===== config.mk =====
export PLATFORM = sky130hd
export DESIGN_NAME = sramlike_arbiter
export DESIGN_NICKNAME = d
export VERILOG_FILES = /design/src/rtl/sramlike_arbiter.sv
export SDC_FILE = /design/constraint.sdc
export NUM_CORES = 1
export LEC_CHECK = 0
export ABC_AREA = 1
export CAP_MARGIN = 20
export CELL_PAD_IN_SITES_DETAIL_PLACEMENT = 0
export CELL_PAD_IN_SITES_GLOBAL_PLACEMENT = 1
export CORE_MARGIN = 4
export CORE_UTILIZATION = 10
export DETAILED_ROUTE_END_ITERATION = 8
export PLACE_DENSITY = 0.81
export SKIP_CTS_REPAIR_TIMING = 1
export SLEW_MARGIN = 20
export SYNTH_ARGS = -nofsm -noshare
export SYNTH_HDL_FRONTEND = slang
export SYNTH_SLANG_ARGS = --single-unit

===== constraint.sdc =====
create_clock -name clk -period 2.06 [get_ports clk]
set_input_delay 0.618 -clock clk [delete_from_list [all_inputs] [get_ports clk]]
set_output_delay 0.618 -clock clk [all_outputs]
set_load 0.02 [all_outputs]

===== src/rtl/sramlike_arbiter.sv =====
// sramlike_arbiter: shares one sram-like slave between instruction and data masters, one outstanding transaction.
// Define SRAMLIKE_ARB_RR_EN for round-robin tie-breaking; otherwise DATA has fixed priority over INST.
module sramlike_arbiter (
    input  logic        clk,
    input  logic        resetn,
    input  logic        inst_req,
    input  logic        inst_wr,
    input  logic [1:0]  inst_size,
    input  logic [31:0] inst_addr,
    input  logic [31:0] inst_wdata,
    output logic        inst_addr_ok,
    output logic        inst_data_ok,
    output logic [31:0] inst_rdata,
    input  logic        data_req,
    input  logic        data_wr,
    input  logic [1:0]  data_size,
    input  logic [31:0] data_addr,
    input  logic [31:0] data_wdata,
    output logic        data_addr_ok,
    output logic        data_data_ok,
    output logic [31:0] data_rdata,
    output logic        req,
    output logic        wr,
    output logic [1:0]  size,
    output logic [31:0] addr,
    output logic [31:0] wdata,
    input  logic        addr_ok,
    input  logic        data_ok,
    input  logic [31:0] rdata
);
    localparam logic [1:0] IDLE   = 2'd0;
    localparam logic [1:0] BUSY_I = 2'd1;
    localparam logic [1:0] BUSY_D = 2'd2;

    logic [1:0] state_q, state_d;
    logic       lock_v_q, lock_v_d;
    logic       lock_sel_q, lock_sel_d;
    logic       tie_sel, gnt_sel, gnt_v, idle, drive, accept;

`ifdef SRAMLIKE_ARB_RR_EN
    logic last_q, last_d;
    assign tie_sel = ~last_q;
    assign last_d  = accept ? gnt_sel : last_q;
    always_ff @(posedge clk or negedge resetn)
        if (!resetn) last_q <= 1'b0;
        else         last_q <= last_d;
`else
    assign tie_sel = 1'b1;
`endif

    // gnt_sel: 1 selects DATA, 0 selects INST
    assign gnt_sel = lock_v_q ? lock_sel_q : (data_req & inst_req) ? tie_sel : data_req;
    assign gnt_v   = lock_v_q | data_req | inst_req;
    assign idle    = resetn & (state_q == IDLE);
    assign drive   = idle & gnt_v;
    assign accept  = req & addr_ok;

    assign req   = drive & (gnt_sel ? data_req : inst_req);
    assign wr    = drive & (gnt_sel ? data_wr : inst_wr);
    assign size  = drive ? (gnt_sel ? data_size : inst_size) : 2'b0;
    assign addr  = drive ? (gnt_sel ? data_addr : inst_addr) : 32'b0;
    assign wdata = drive ? (gnt_sel ? data_wdata : inst_wdata) : 32'b0;

    assign inst_addr_ok = accept & ~gnt_sel;
    assign data_addr_ok = accept & gnt_sel;
    assign inst_data_ok = resetn & (state_q == BUSY_I) & data_ok;
    assign data_data_ok = resetn & (state_q == BUSY_D) & data_ok;
    assign inst_rdata   = inst_data_ok ? rdata : 32'b0;
    assign data_rdata   = data_data_ok ? rdata : 32'b0;

    // a completion cycle returns to IDLE without issuing; the next grant happens a cycle later
    assign state_d    = accept ? (gnt_sel ? BUSY_D : BUSY_I)
                      : (state_q != IDLE && data_ok) ? IDLE : state_q;
    assign lock_v_d   = idle ? (req & ~addr_ok) : lock_v_q;
    assign lock_sel_d = req ? gnt_sel : lock_sel_q;

    always_ff @(posedge clk or negedge resetn) begin
        if (!resetn) begin
            state_q    <= IDLE;
            lock_v_q   <= 1'b0;
            lock_sel_q <= 1'b0;
        end else begin
            state_q    <= state_d;
            lock_v_q   <= lock_v_d;
            lock_sel_q <= lock_sel_d;
        end
    end
endmodule

==> results of run 1 <==
-- metrics by stage --
stage	util [%]	setup slack (ns)	total power, W
floorplan	-	-0.0596	0.00182
global placement	33.2	-1.11	0.00337
detailed placement	33.2	-1.11	0.00337
CTS	33.7	-1.11	0.00369
global route	39.9	-0.222	0.00521
finish	39.9	-0.149	0.00494
-- power groups by stage --
stage	Sequential, W	Clock (W)	Combinational, W
floorplan	0.000144	0	0.00167
global placement	0.000133	0	0.00324
detailed placement	0.000134	0	0.00323
CTS	0.000133	0.000305	0.00325
global route	0.000150	0.000310	0.00475
finish	0.000145	0.000300	0.00449
-- synthesized netlist by cell type --
cell type,number,share of area [%]
buf_2,11,3.2
buf_6,11,7.2
buf_4,1,0.44
nand2_1,146,32
nand2_2,2,0.73
nor3_1,2,0.58
inv_1,37,8.1
a21oi_1,57,17
nand2_4,1,0.66
clkbuf_1,4,0.87
a21oi_2,10,5.1
nor2_2,2,0.73
nand3_1,5,1.5
o21ai_0,2,0.58
nor2_1,65,14
inv_2,6,1.3
dfrtp_1,4,5.8
nand3b_1,1,0.44
-- cells by family (layout without fill, tap and decap cells) --
group                  count (synthesis)  count (layout)  synth area share (%)
AO/OA/AOI/OAI                         69              69                  22.3
AND/OR/NAND/NOR                      224             225                  50.7
flip-flops                             4               4                  5.83
buffers and inverters                 70             407                  21.1
-- sequential cells by signal, summed over array words and instances, names as in the netlist --
signal / count
lock_v_q: 1
lock_sel_q: 1
state_q: 2
-- metal layers --
metal  up-vias  global-route usage, %  wire, microns
li1       1805                      -              -
met1      1654                   10.6           5170
met2       209                   21.6           8060
met3         9                   4.90           1420
met4         0                   1.34             80
met5         -                      0              0
-- critical path: stages, from the launching register on --
cell and delay, ns:
dfrtp_1 0.41, buf_4 0.16, nor2_2 0.10, nand2_2 0.10, nand2_8 0.15, buf_12 0.21
a21oi_1 0.06, buf_4 0.16
-- area by class of cell --
class / instances / area (sq um)
Clock buffer: 3 / 75.1
Fill cell: 1721 / 10000
Timing Repair Buffer: 360 / 3870
Sequential cell: 4 / 100
Inverter: 43 / 179
Tap cell: 220 / 275
Multi-Input combinational cell: 294 / 2160
Timing Repair inverter: 1 / 16.3
-- path summary, 6_finish.rpt --
| kind | slack [ns] | from | cells past startpoint | endpoint |
|---|---|---|---|---|
| setup reg to reg | 0.64 | lock_v_q$_DFFE_PN0P_ | 9 | state_q[0]$_DFFE_PN0P_ |
| min in group clk | 0.63 | state_q[1]$_DFFE_PN0P_ | 3 | state_q[1]$_DFFE_PN0P_ |
| max in group asynchronous | 1.64 | resetn | 2 | state_q[0]$_DFFE_PN0P_ |
| hold reg to reg | 0.63 | state_q[1]$_DFFE_PN0P_ | 3 | state_q[1]$_DFFE_PN0P_ |
| hold / removal | 0.32 | resetn | 2 | lock_v_q$_DFFE_PN0P_ |
| setup / recovery | -0.15 | lock_v_q$_DFFE_PN0P_ | 7 | wdata[1] |
==> results.md, run 1 <==
* CTS tree: yes
* Fmax at 0.453 GHz
* Initial Util at 10.3%
* Number of antenna cells inserted at 0
* Actual slew at the worst max-slew pin at around 0.24 ns
* GP Congestion at between 0.8 and 0.9
* Synthesis-to-layout area growth at 288%
* Post-Layout Cell Count at a little over 900
* Crit Path Max Fanout at 19
* Fin nets at between 800 and 900
* Sequential share of the synthesized area at under 10%
* Clock power frac at under 10%
* Antenna viol nets, final at 0
* Final Max Slew Viols at 0
* TritonCTS Buffers at 3
* Synthesis-stage register bit count at 4
* Core area at around 17000 sq um
* Syn nets at between 500 and 600
* Synth unique cells at 18
* CP Launch Type: flip-flop
* Clk sinks at 4
* Gr usage total at a little over a tenth
* Post-Place Cell Area at ~5500 sq um
* Die Wd at ~140 microns
* Commonest non-fill, non-tap cells in the layout: 167 x clkdlybuf4s50_1, 102 x buf_6, 99 x nand2_1, 59 x buf_4, 56 x a21oi_2
* CTS max path bufs at 2
* Seq pwr share at about 2.9%
* Die ar. at approximately 19000 sq um
* Wire length of the first global-routing pass at 17.4 mm
* Crit path DAT at roughly 1.6 ns
* DPL Wire Length at ~10 mm
* Final wirelength at ~15 mm
* Hold WC Path Type: in2async
* Vias in the first global route at between 3000 and 4000
* WP data required at 1.44 ns
* Initial antenna violation count at 0
* Worst clock skew at ~0.00056 ns
* Int Pwr at 0.00247 W
* Ports at just over 300
* Setup violators final at 112
* Drt pass-1 iters at 4
* Avg Cell Area, Syn at between 4 and 5 sq um
* Post-synth design cell area at 1720 sq um
* Max VDD drop at 408 uV
* Combinational share of power at 91.0%
* Hold Slack at 0.318 ns
* Worst-path clk slew at approximately 0.030 ns
* H-tree Lvls at 1
* Setup TNS at -9.15 ns
* Status: finished, violations left
* Endpoints failing hold at 0
* Failing checks: setup timing
* Max-cap violations at 0
* Root buffer cell: clkbuf_16
* Vias per cell at around 4.0
* Design area at between 6000 and 7000 sq um
* I/O Buffers at between 300 and 400
* Synth warnings at 0
* Net Sw Frac at approximately half
* Chip height at 139 microns
* Avg WL per Cell at about 16 microns
* Commonest non-fill, non-tap cell in the layout: clkdlybuf4s50_1
* Slew HR at between 80% and 90%
* GRT overflow at 0
* WS Path Type: reg2out
* Pwr per Cell Area at around 740 nW/um^2
* Largest net degree at the start of global routing at 49
* DR vias at 3677
* # DRC at 0
* DRT iter0 DRCs at between 40 and 50
* Cells after synthesis at 367
* Net load switching power at 0.00247 W
* Fin crit period at approximately 2.2 ns
* Fraction of layout cells with a size suffix above 1 at 54.9%
* Crit path capture type: output port
* Clock latency at the later pin of the worst-skew pair at between 0.2 and 0.25 ns
* RSZ-0062 raised after global routing: yes
* Cell Rows at 47
* Placed cells at between 900 and 1000
* Final worst slack at -0.149 ns
* Leak pwr at approximately 2.9 nW
* Final worst path period share at 107%
Note: power is estimated with default switching activity, not from simulation.
==> inputs of run 2 (changes only) <==
CAP_MARGIN = 30   (was 20)
==> results of run 2 <==
Same layout as run 1: the final DEF is identical, and so are final timing and power.
==> inputs of run 3 (changes only) <==
clock period = 2.5 ns   (was 2.06 ns; I/O delays follow)
==> run 3 against run 2 <==
Effect of this change:
- final cell count shrank 0.86%
- power decreased by 29%
- sequential share of layout area grew 0.31 points
- die area unchanged
- the flow still finishes with violations (setup timing)
- utilization decreased by 6.9 points
- largest cell class unchanged
- critical path depth stayed put
- via count shrank 0.79%
- critical path type is now in2out
- highest routed layer unchanged
==> results.md, run 3 (synthesis gave the netlist of run 1 again) <==
* Gr usage total at 10.5% (was 10.9%)
* CTS max path bufs at 2 (unchanged)
* Root buffer cell: clkbuf_16 (unchanged)
* Vias in the first global route at 3356 (was 3409)
* DP Worst Slack at -0.977 ns (was -1.11 ns)
* Slew HR at 79.2% (was 83.9%)
* Final worst path period share at 100%
* Drt pass-1 iters at 4 (unchanged)
* WP data required at 1.75 ns (was 1.44 ns)
* Setup violators final at 1 (was 112)
* Chip height at 139 microns (unchanged)
* Critical path buffers and inverters at 4 (was 3)
* Setup TNS at -0.00370 ns (was -9.15 ns)
* Largest register FFs at 2 (unchanged)
* I/O Buffers at 307 (unchanged)
* Max VDD drop at 325 uV (was 408 uV)
* Max-cap violations at 0 (unchanged)
* Hold WC Path Type: in2async (unchanged)
* Vias per cell at 3.98 (about the same)
* Actual slew at the worst max-slew pin at 0.310 ns (was 0.240 ns)
* DRT iter0 DRCs at 122 (was 46)
* Avg WL per Cell at 15.9 microns (about the same)
* Antenna viol nets, final at 0 (unchanged)
* Pwr per Cell Area at 637 nW/um^2 (was 740 nW/um^2)
* Top reg by flops: state_q (unchanged)
* RSZ-0062 raised after global routing: yes (unchanged)
* Post-Layout Cell Count at 917 (was 925)
* Crit-path cells: clkbuf_2, nand2_4, nor3_4, buf_6, inv_8, nor2_2, buf_4 (was buf_4, nor2_2, nand2_2, nand2_8, buf_12, a21oi_1, buf_4)
* DPL Wire Length at 9.61 mm (was 10.0 mm)
* Number of antenna cells inserted at 0 (unchanged)
* CP Launch Type: input pin (was flip-flop)
* Commonest non-fill, non-tap cells in the layout: 167 x clkdlybuf4s50_1, 141 x nand2_1, 81 x buf_4, 49 x nor2_1, 37 x clkbuf_2 (was 167 x clkdlybuf4s50_1, 102 x buf_6, 99 x nand2_1, 59 x buf_4, 56 x a21oi_2)
* DR vias at 3648 (was 3677)
* Initial Util at 10.3% (unchanged)
* Initial antenna violation count at 0 (unchanged)
* Fmax at about 0.40 GHz
* Fillers at 1808 (was 1721)
* Synthesis-to-layout area growth at 222% (was 288%)
* Final Util at 33.0% (was 39.9%)
* Clk sinks at 4 (unchanged)
* Commonest non-fill, non-tap cell in the layout: clkdlybuf4s50_1 (unchanged)
* GRT overflow at 0 (unchanged)
* Status: finished, violations left (unchanged)
* Final Max Slew Viols at 0 (unchanged)
* Leak pwr at 2.91 nW (about the same)
* Largest regs: state_q x2, lock_sel_q x1, lock_v_q x1 (unchanged)
* Final wirelength at 14.6 mm (was 14.7 mm)
* Core area at 16700 sq um (unchanged)
* Endpoints failing hold at 0 (unchanged)
* Final worst slack at -0.00370 ns (was -0.149 ns)
* Fin nets at 871 (was 879)
* Crit path capture type: output port (unchanged)
* Wire length of the first global-routing pass at 16.9 mm (was 17.4 mm)
* Crit-path max cell delay at 0.30 ns (was 0.41 ns)
* Largest net degree at the start of global routing at 61 (was 49)
* Crit Path Max Fanout at 16 (was 19)
* Fin crit period at ~2.5 ns
* CTS tree: yes (unchanged)
* Failing checks: setup timing (unchanged)
* # DRC at 0 (unchanged)
* CP max stage cell: nor3_4 (was dfrtp_1)
* Placed cells at 890 (was 902)
* TritonCTS Buffers at 3 (unchanged)
* Crit path DAT at 1.75 ns (was 1.59 ns)
* H-tree Lvls at 1 (unchanged)
* Cell Rows at 47 (unchanged)
* Fraction of layout cells with a size suffix above 1 at 35.7% (was 54.9%)
* Die ar. at 19300 sq um (unchanged)
* Worst clock skew at 0.000256 ns (was 0.000560 ns)
* GP Congestion at 0.873 (was 0.833)
* Hold Slack at 0.448 ns (was 0.318 ns)
* Worst-path clk slew at 0.03 ns (about the same)
* Clock latency at the later pin of the worst-skew pair at 0.22 ns (about the same)
* WS Path Type: in2out (was reg2out)
* Ports at 308 (unchanged)
* Die Wd at 139 microns (unchanged)
* Crit-path leading delay family: buffers and inverters (unchanged)
==> run 3: path summary, 6_finish.rpt <==
| check | slack [ns] | to | cells after the start | startpoint |
|---|---|---|---|---|
| worst max register to register | 0.94 | lock_sel_q$_DFFE_PN0N_ | 9 | state_q[0]$_DFFE_PN0P_ |
| worst max-delay path | -0.004 | data_rdata[15] | 7 | data_ok |
| worst min register to register | 0.64 | state_q[0]$_DFFE_PN0P_ | 3 | state_q[0]$_DFFE_PN0P_ |
| min in group clk | 0.64 | state_q[0]$_DFFE_PN0P_ | 3 | state_q[0]$_DFFE_PN0P_ |
| worst min-delay path | 0.45 | state_q[1]$_DFFE_PN0P_ | 2 | resetn |
| max in group asynchronous | 1.95 | lock_sel_q$_DFFE_PN0N_ | 2 | resetn |
==> run 3: layout make-up <==
cell class              count  area, sq um  area share [%]
repair inverters            3         28.8           0.521
multi-input cells         295         1560            28.3
repair buffers            349         3290            59.7
well taps                 220          275            4.99
flip-flops and latches      4          100            1.81
clock buffers               3         75.1            1.36
inverters                  43          184            3.33
==> run 3: stage by stage <==
step | area [sq um] | total power, W
final | 5520 | 0.00352
after global routing | 5520 | 0.00375
after CTS | 5150 | 0.00288
after detailed placement | 5070 | 0.00261
after global placement | 5070 | 0.00263
after floorplan | 1720 | 0.00139
==> run 3: where the power goes <==
group / total, W / internal [W] / switching [W]
Clock: 0.000248 / 0.000204 / 0.0000441
Sequential: 0.000115 / 0.0000922 / 0.0000228
Combinational: 0.00315 / 0.00141 / 0.00175
Total: 0.00352 / 0.00171 / 0.00181
==> run 3: worst reg2reg max path: stages (launching register included) <==
cell and delay [ns]:
dfrtp_1 0.37, inv_2 0.06, nand2_1 0.09, nor2_4 0.14, buf_12 0.13, nand2_8 0.09
buf_12 0.18, buf_4 0.14, o21ai_0 0.15, nand2_1 0.07
==> run 3: routing by layer <==
metal / GRT usage, % / vias to the layer above / wire [microns]
li1: - / 1782 / -
met1: 10.6 / 1598 / 5260
met2: 20.1 / 243 / 7590
met3: 4.24 / 25 / 1420
met4: 2.32 / 0 / 351
met5: 0 / - / 0
